### config.mk
export PLATFORM = sky130hd
export DESIGN_NAME = simd_alu_pipe
export DESIGN_NICKNAME = d
export VERILOG_FILES = /design/src/rtl/simd_alu_pipe_pkg.sv /design/src/rtl/simd_lane_alu.sv /design/src/rtl/simd_alu_pipe.sv
export SDC_FILE = /design/constraint.sdc
export NUM_CORES = 1
export LEC_CHECK = 0
export CAP_MARGIN = 15
export CORE_UTILIZATION = 25
export CTS_CLUSTER_DIAMETER = 100
export DETAILED_ROUTE_END_ITERATION = 8
export GPL_TIMING_DRIVEN = 0
export HOLD_SLACK_MARGIN = 0.12
export PLACE_DENSITY = 0.49
export SETUP_SLACK_MARGIN = 0.15
export SLEW_MARGIN = 15
export SYNTH_ARGS = -nofsm -noshare
export SYNTH_HDL_FRONTEND = slang
export SYNTH_HIERARCHICAL = 1
export SYNTH_SLANG_ARGS = --single-unit
export TNS_END_PERCENT = 20
### constraint.sdc
create_clock -name CLK -period 6.16 [get_ports CLK]
set_input_delay 0.616 -clock CLK [delete_from_list [all_inputs] [get_ports CLK]]
set_output_delay 0.616 -clock CLK [all_outputs]
set_load 0.02 [all_outputs]
### src/rtl/simd_alu_pipe_pkg.sv
// Shared definitions for the SIMD ALU pipeline: opcode encoding and legal lane widths.
package simd_alu_pipe_pkg;

  localparam int ELEM_W_8  = 8;
  localparam int ELEM_W_16 = 16;
  localparam int ELEM_W_32 = 32;

  typedef enum logic [2:0] {
    OP_PADD   = 3'd0,
    OP_PSUB   = 3'd1,
    OP_PADDS  = 3'd2,
    OP_PADDUS = 3'd3,
    OP_PSUBS  = 3'd4,
    OP_PSHUF  = 3'd5,
    OP_PCMPEQ = 3'd6,
    OP_PCMPGT = 3'd7
  } simd_op_e;

  function automatic bit elem_w_legal(input int w);
    return (w == ELEM_W_8) || (w == ELEM_W_16) || (w == ELEM_W_32);
  endfunction

endpackage

### src/rtl/simd_lane_alu.sv
// One ELEM_W lane: wrap/saturating add and subtract plus signed/equality compares.
module simd_lane_alu
  import simd_alu_pipe_pkg::*;
#(
  parameter int ELEM_W = 16
) (
  input  simd_op_e          i_op,
  input  logic [ELEM_W-1:0] i_a,
  input  logic [ELEM_W-1:0] i_b,
  output logic [ELEM_W-1:0] o_res,
  output logic              o_sat
);

  localparam logic [ELEM_W-1:0] SMAX = {1'b0, {(ELEM_W-1){1'b1}}};
  localparam logic [ELEM_W-1:0] SMIN = {1'b1, {(ELEM_W-1){1'b0}}};
  localparam logic [ELEM_W-1:0] ONES = {ELEM_W{1'b1}};

  // One guard bit per lane: sign-extended for signed ops, zero-extended for unsigned.
  logic [ELEM_W:0] w_sadd;
  logic [ELEM_W:0] w_ssub;
  logic [ELEM_W:0] w_uadd;
  logic            w_gt;

  assign w_sadd = {i_a[ELEM_W-1], i_a} + {i_b[ELEM_W-1], i_b};
  assign w_ssub = {i_a[ELEM_W-1], i_a} - {i_b[ELEM_W-1], i_b};
  assign w_uadd = {1'b0, i_a} + {1'b0, i_b};
  assign w_gt   = $signed(i_a) > $signed(i_b);

  // Lane result and clamp flag selection.
  always_comb begin
    o_res = '0;
    o_sat = 1'b0;
    case (i_op)
      OP_PADD: o_res = w_sadd[ELEM_W-1:0];
      OP_PSUB: o_res = w_ssub[ELEM_W-1:0];
      OP_PADDS: begin
        if (w_sadd[ELEM_W] != w_sadd[ELEM_W-1]) begin
          o_sat = 1'b1;
          o_res = w_sadd[ELEM_W] ? SMIN : SMAX;
        end else begin
          o_res = w_sadd[ELEM_W-1:0];
        end
      end
      OP_PADDUS: begin
        if (w_uadd[ELEM_W]) begin
          o_sat = 1'b1;
          o_res = ONES;
        end else begin
          o_res = w_uadd[ELEM_W-1:0];
        end
      end
      OP_PSUBS: begin
        if (w_ssub[ELEM_W] != w_ssub[ELEM_W-1]) begin
          o_sat = 1'b1;
          o_res = w_ssub[ELEM_W] ? SMIN : SMAX;
        end else begin
          o_res = w_ssub[ELEM_W-1:0];
        end
      end
      OP_PCMPEQ: begin
        if (i_a == i_b) begin
          o_res = ONES;
        end else begin
          o_res = '0;
        end
      end
      OP_PCMPGT: begin
        if (w_gt) begin
          o_res = ONES;
        end else begin
          o_res = '0;
        end
      end
      default: o_res = i_b;
    endcase
  end

endmodule

### src/rtl/simd_alu_pipe.sv
// Two-stage lane-parallel SIMD ALU with valid/ready handshakes and sticky saturation status.
module simd_alu_pipe
  import simd_alu_pipe_pkg::*;
#(
  parameter int DATA_W = 64,
  parameter int ELEM_W = 16
) (
  input  logic                       CLK,
  input  logic                       CLR,
  input  logic                       in_valid,
  output logic                       in_ready,
  input  logic [2:0]                 op,
  input  logic [DATA_W-1:0]          a,
  input  logic [DATA_W-1:0]          b,
  input  logic [7:0]                 imm,
  output logic                       out_valid,
  input  logic                       out_ready,
  output logic [DATA_W-1:0]          result,
  output logic [DATA_W/ELEM_W-1:0]   lane_sat,
  input  logic                       sat_clr,
  output logic [DATA_W/ELEM_W-1:0]   sat_sticky
);

  localparam int LANES = DATA_W / ELEM_W;

  if (!elem_w_legal(ELEM_W) || ((DATA_W % ELEM_W) != 0)) begin : g_param_err
    $error("simd_alu_pipe: ELEM_W must be 8, 16 or 32 and divide DATA_W");
  end

  logic              r_s1_valid;
  simd_op_e          r_s1_op;
  logic [DATA_W-1:0] r_s1_a;
  logic [DATA_W-1:0] r_s1_b;
  logic [7:0]        r_s1_imm;
  logic              r_s2_valid;
  logic [DATA_W-1:0] r_result;
  logic [LANES-1:0]  r_lane_sat;
  logic [LANES-1:0]  r_sat_sticky;

  logic              w_s2_adv;
  logic              w_out_hs;
  logic [DATA_W-1:0] w_lane_res;
  logic [LANES-1:0]  w_lane_sat;
  logic [DATA_W-1:0] w_shuf;
  logic [DATA_W-1:0] w_next_res;
  logic [LANES-1:0]  w_next_sat;

  assign w_s2_adv   = !r_s2_valid || out_ready;
  assign w_out_hs   = r_s2_valid && out_ready;
  assign in_ready   = !(r_s1_valid && r_s2_valid && !out_ready);
  assign out_valid  = r_s2_valid;
  assign result     = r_result;
  assign lane_sat   = r_lane_sat;
  assign sat_sticky = r_sat_sticky;

  for (genvar i = 0; i < LANES; i++) begin : g_lane
    simd_lane_alu #(.ELEM_W(ELEM_W)) u_lane (
      .i_op  (r_s1_op),
      .i_a   (r_s1_a[i*ELEM_W +: ELEM_W]),
      .i_b   (r_s1_b[i*ELEM_W +: ELEM_W]),
      .o_res (w_lane_res[i*ELEM_W +: ELEM_W]),
      .o_sat (w_lane_sat[i])
    );
  end

  // Shuffle only exists for four-lane configurations; elsewhere it degenerates to b.
  if (LANES == 4) begin : g_shuf
    for (genvar i = 0; i < 4; i++) begin : g_sel
      logic [1:0] w_sel;
      assign w_sel = r_s1_imm[2*i +: 2];
      assign w_shuf[i*ELEM_W +: ELEM_W] = r_s1_b[w_sel*ELEM_W +: ELEM_W];
    end
  end else begin : g_noshuf
    assign w_shuf = r_s1_b;
  end

  // Select between lane ALU output and shuffle for the S2 load.
  always_comb begin
    w_next_res = w_lane_res;
    w_next_sat = w_lane_sat;
    if (r_s1_op == OP_PSHUF) begin
      w_next_res = w_shuf;
      w_next_sat = '0;
    end else begin
      w_next_res = w_lane_res;
      w_next_sat = w_lane_sat;
    end
  end

  // Operand stage: loads whenever it is empty or handing off to S2 this cycle.
  always_ff @(posedge CLK or posedge CLR) begin
    if (CLR) begin
      r_s1_valid <= 1'b0;
      r_s1_op    <= OP_PADD;
      r_s1_a     <= '0;
      r_s1_b     <= '0;
      r_s1_imm   <= 8'h00;
    end else if (in_ready) begin
      r_s1_valid <= in_valid;
      if (in_valid) begin
        r_s1_op  <= simd_op_e'(op);
        r_s1_a   <= a;
        r_s1_b   <= b;
        r_s1_imm <= imm;
      end
    end
  end

  // Result stage: holds steady under backpressure, refills when drained or empty.
  always_ff @(posedge CLK or posedge CLR) begin
    if (CLR) begin
      r_s2_valid <= 1'b0;
      r_result   <= '0;
      r_lane_sat <= '0;
    end else if (w_s2_adv) begin
      r_s2_valid <= r_s1_valid;
      if (r_s1_valid) begin
        r_result   <= w_next_res;
        r_lane_sat <= w_next_sat;
      end
    end
  end

  // Sticky saturation: a handshake's lane_sat survives a coincident clear.
  always_ff @(posedge CLK or posedge CLR) begin
    if (CLR) begin
      r_sat_sticky <= '0;
    end else if (w_out_hs) begin
      r_sat_sticky <= (sat_clr ? '0 : r_sat_sticky) | r_lane_sat;
    end else if (sat_clr) begin
      r_sat_sticky <= '0;
    end
  end

endmodule

==> run metrics <==
pre-CTS setup slack=1620 ps; total clock sinks=213; post-DR wirelength/cell=24.7 um; RSZ-0062 raised after global routing=false; DIE AREA=0.0834 mm2; FF-to-FF path depth=13; Crit path max-delay family=compound AO/OA/AOI/OAI gates; Global Route Usage Sum=0.200; share of cells above drive strength 1=0.160; MaxCap Viol Count=0; Top FF cell, synth=dfrtp_1; Synth area leaders=dfrtp_1 (26%), ha_1 (7.8%), mux2_2 (7.6%); die height=289 um; Post-Synthesis Cells=2,138; clk buf depth=3; Synth Register Bits=213; vias in the first global route=18,800; HP Class=input port to asynchronous set/reset pin; r2r setup slk=1720 ps; Max-slew headroom=0.249; final worst-path cycle share=0.721; most frequent CP cell=a31oi_1; slowest library cell on the worst path=dfrtp_1; setup_tns=0 ps; antenna-violating nets left=0; initial antenna violation count=1; Crit Path Class=flip-flop to flip-flop; Routed WL=85.9 mm; startpoint types=flip-flop; CP Data Required Time=6680 ps; slew of the pin with the lowest slew margin=1130 ps; ys async rst share=1.00; Root Buffer=clkbuf_16; post-CTS sizing=0; Synth top area share=0.259; Cell Chain, Critical Path=inv_1 -> ha_1 -> buf_2 -> or3_1 -> nor4_1 -> o21ai_1 -> a31oi_1 -> nor2_1 -> xnor2_2 -> and2_1 -> a31oi_1 -> o21ai_0 -> a22o_1; Yosys top cell by area=dfrtp_1; Site Rows=104; Worst path max stage delay=670 ps; Max rail drop VDD=0.207 mV; LEAKAGE=10.3 nW; RR Startpoint=r_s1_b[26]; GP Congestion=0.937; Die Wd=289 um; run status=complete, no violations; endpoints failing setup=0; syn nets=2,418; post-synth cell types=110; nets@finish=2,673; cts hold-fix bufs=0; Reg clk slew, reported paths=60 ps; Final Hold Vio Count=0; Peak Freq=225 MHz; final worst slack=1720 ps; Syn Area/Cell=9.62 um2; DRT Pass-1 Iters=6; Slew Viols, Final=0; WP data arrival=4970 ps; Post-synth EDFFs=0; DP HPWL=67.6 mm; Placeable Area=0.0809 mm2; worst-path fanout max=10; register area share after synthesis=0.259; Buf/Inv on CP=2; Area growth syn-to-layout=22.4%; Residual DRC=0; CTS tree=yes; Initial Util=0.254; Congestion Overflow GR=0; via count=19,100; drt via density=5.49; FF-to-FF End=lane_sat[1]; first-pass GRT wire length=125 mm; clock skew=21.8 ps; Synth warnings=6; Final min period=4440 ps; post-CTS setup buffer count=0; TritonCTS Buffers=30; worst skew pair latency=600 ps; Port Buffers=217; H-tree depth=1; PwrDens=388 mW/mm2; Synth Cell Area=0.0206 mm2; Worst setup EP type=flip-flop; Top Ports=218; largest net degree at the start of global routing=36; 1st-iter DRT viols=1,906
==> state kept, by name, indices dropped and copies added, names as in the netlist <==
register	count
r_s1_op	3
r_s1_valid	1
out_valid	1
result	64
r_s1_imm	8
lane_sat	4
sat_sticky	4
r_s1_b	64
r_s1_a	64
==> per-stage QoR <==
step | cells | utilization | instance area [um2] | total power, mW | hold slack, ps
2_1_floorplan | 2138 | - | 20600 | 5.83 | 507
3_3_place_gp | 3415 | 0.297 | 24100 | 7.91 | 522
4_1_cts | 3474 | 0.311 | 25200 | 9.74 | 474
3_5_place_dp | 3421 | 0.299 | 24200 | 7.94 | 533
5_1_grt | 3474 | 0.311 | 25200 | 10.3 | 519
6_report | 3475 | 0.311 | 25200 | 9.75 | 469
==> worst reg2reg max path, delay by kind of cell, from the launching register on <==
family,cells,cell delay (ps)
AOI/OAI and AO/OA,5,1540
xor gates and xnor gates,1,520
adders and majority gates,1,300
buffers and inverters,2,350
DFF,1,670
and+or+nand+nor,4,1000
==> final cells by class <==
| type | instances | area (um2) |
|---|---|---|
| fillers | 8452 | 55800 |
| multi-input cells | 1634 | 13800 |
| flip-flops and latches | 213 | 5330 |
| repair buffers | 223 | 2290 |
| well taps | 1060 | 1330 |
| plain buffers | 138 | 872 |
| clock buffers | 37 | 818 |
| inverters | 153 | 578 |
| clock inverters | 16 | 153 |
| diodes | 1 | 2.50 |
==> synth_stat cells, types with 18 or more instances <==
cell and number:
nand2_1 88, o32a_1 41, a211oi_1 20, ha_1 128
nor3_1 28, buf_4 19, o21ai_0 64, nand2b_1 35
nor2b_1 32, o211ai_1 18, mux4_1 52, o22ai_1 18
buf_6 23, dfrtp_1 213, inv_1 148, a21oi_1 163
a31oi_1 24, o21bai_1 21, a21boi_0 73, o31ai_1 20
clkbuf_1 35, a21o_1 27, buf_2 50, nand3_1 36
a221o_1 68, xnor2_1 93, nor2_1 139, mux2_2 139
==> per-layer routing <==
layer  up-vias  global-route usage  routed length, um
li1       8611                   -                  -
met1      9611               0.276              39100
met2       745               0.327              39700
met3       106              0.0301               5170
met4         0              0.0478               1910
met5         -                   0                  0
==> power breakdown <==
part           switching, mW  internal [mW]  leakage (nW)
Combinational           3.08           2.47          7.25
Sequential             0.712           1.75          2.55
Clock                  0.708           1.02         0.475
Total                   4.50           5.25          10.3
==> cells in the final DEF, fill, tap and decap left out, drive strengths merged, types with 19 or more instances in the layout <==
master         count
clkdlybuf4s50    217
dfrtp            213
a21oi            171
inv              156
mux2             142
nor2             139
ha               128
buf              107
xnor2             94
nand2             93
a21boi            75
clkbuf            74
o21ai             70
a221o             68
mux4              64
o32a              42
nand3             36
nand2b            35
nor2b             32
nor3              32
a21o              27
a211oi            26
a31oi             24
o31ai             23
o21bai            21
o211ai            19
==> cell families (layout without fill, tap and decap cells) <==
group | after synthesis | in the layout | synth area share
other cells | 0 | 1 | 0
xor+xnor | 110 | 110 | 0.0481
flops | 213 | 213 | 0.259
compound gates | 706 | 706 | 0.257
fa+ha+maj | 137 | 137 | 0.0862
mux | 207 | 207 | 0.158
buf+inv | 291 | 567 | 0.0703
simple gates | 474 | 474 | 0.120
==> worst max-delay path by stage <==
stage,from,end,slack (ps),cells past startpoint
global placement,CLR,r_s1_a[58],800,2
CTS,r_s1_b[26],lane_sat[1],1580,13
floorplan,CLR,lane_sat[0],2770,1
finish,r_s1_b[26],lane_sat[1],1720,13
global route,r_s1_b[26],lane_sat[1],1460,13
detailed placement,r_s1_b[26],lane_sat[1],1620,13
No activity file was read; power rests on OpenSTA's default activity.
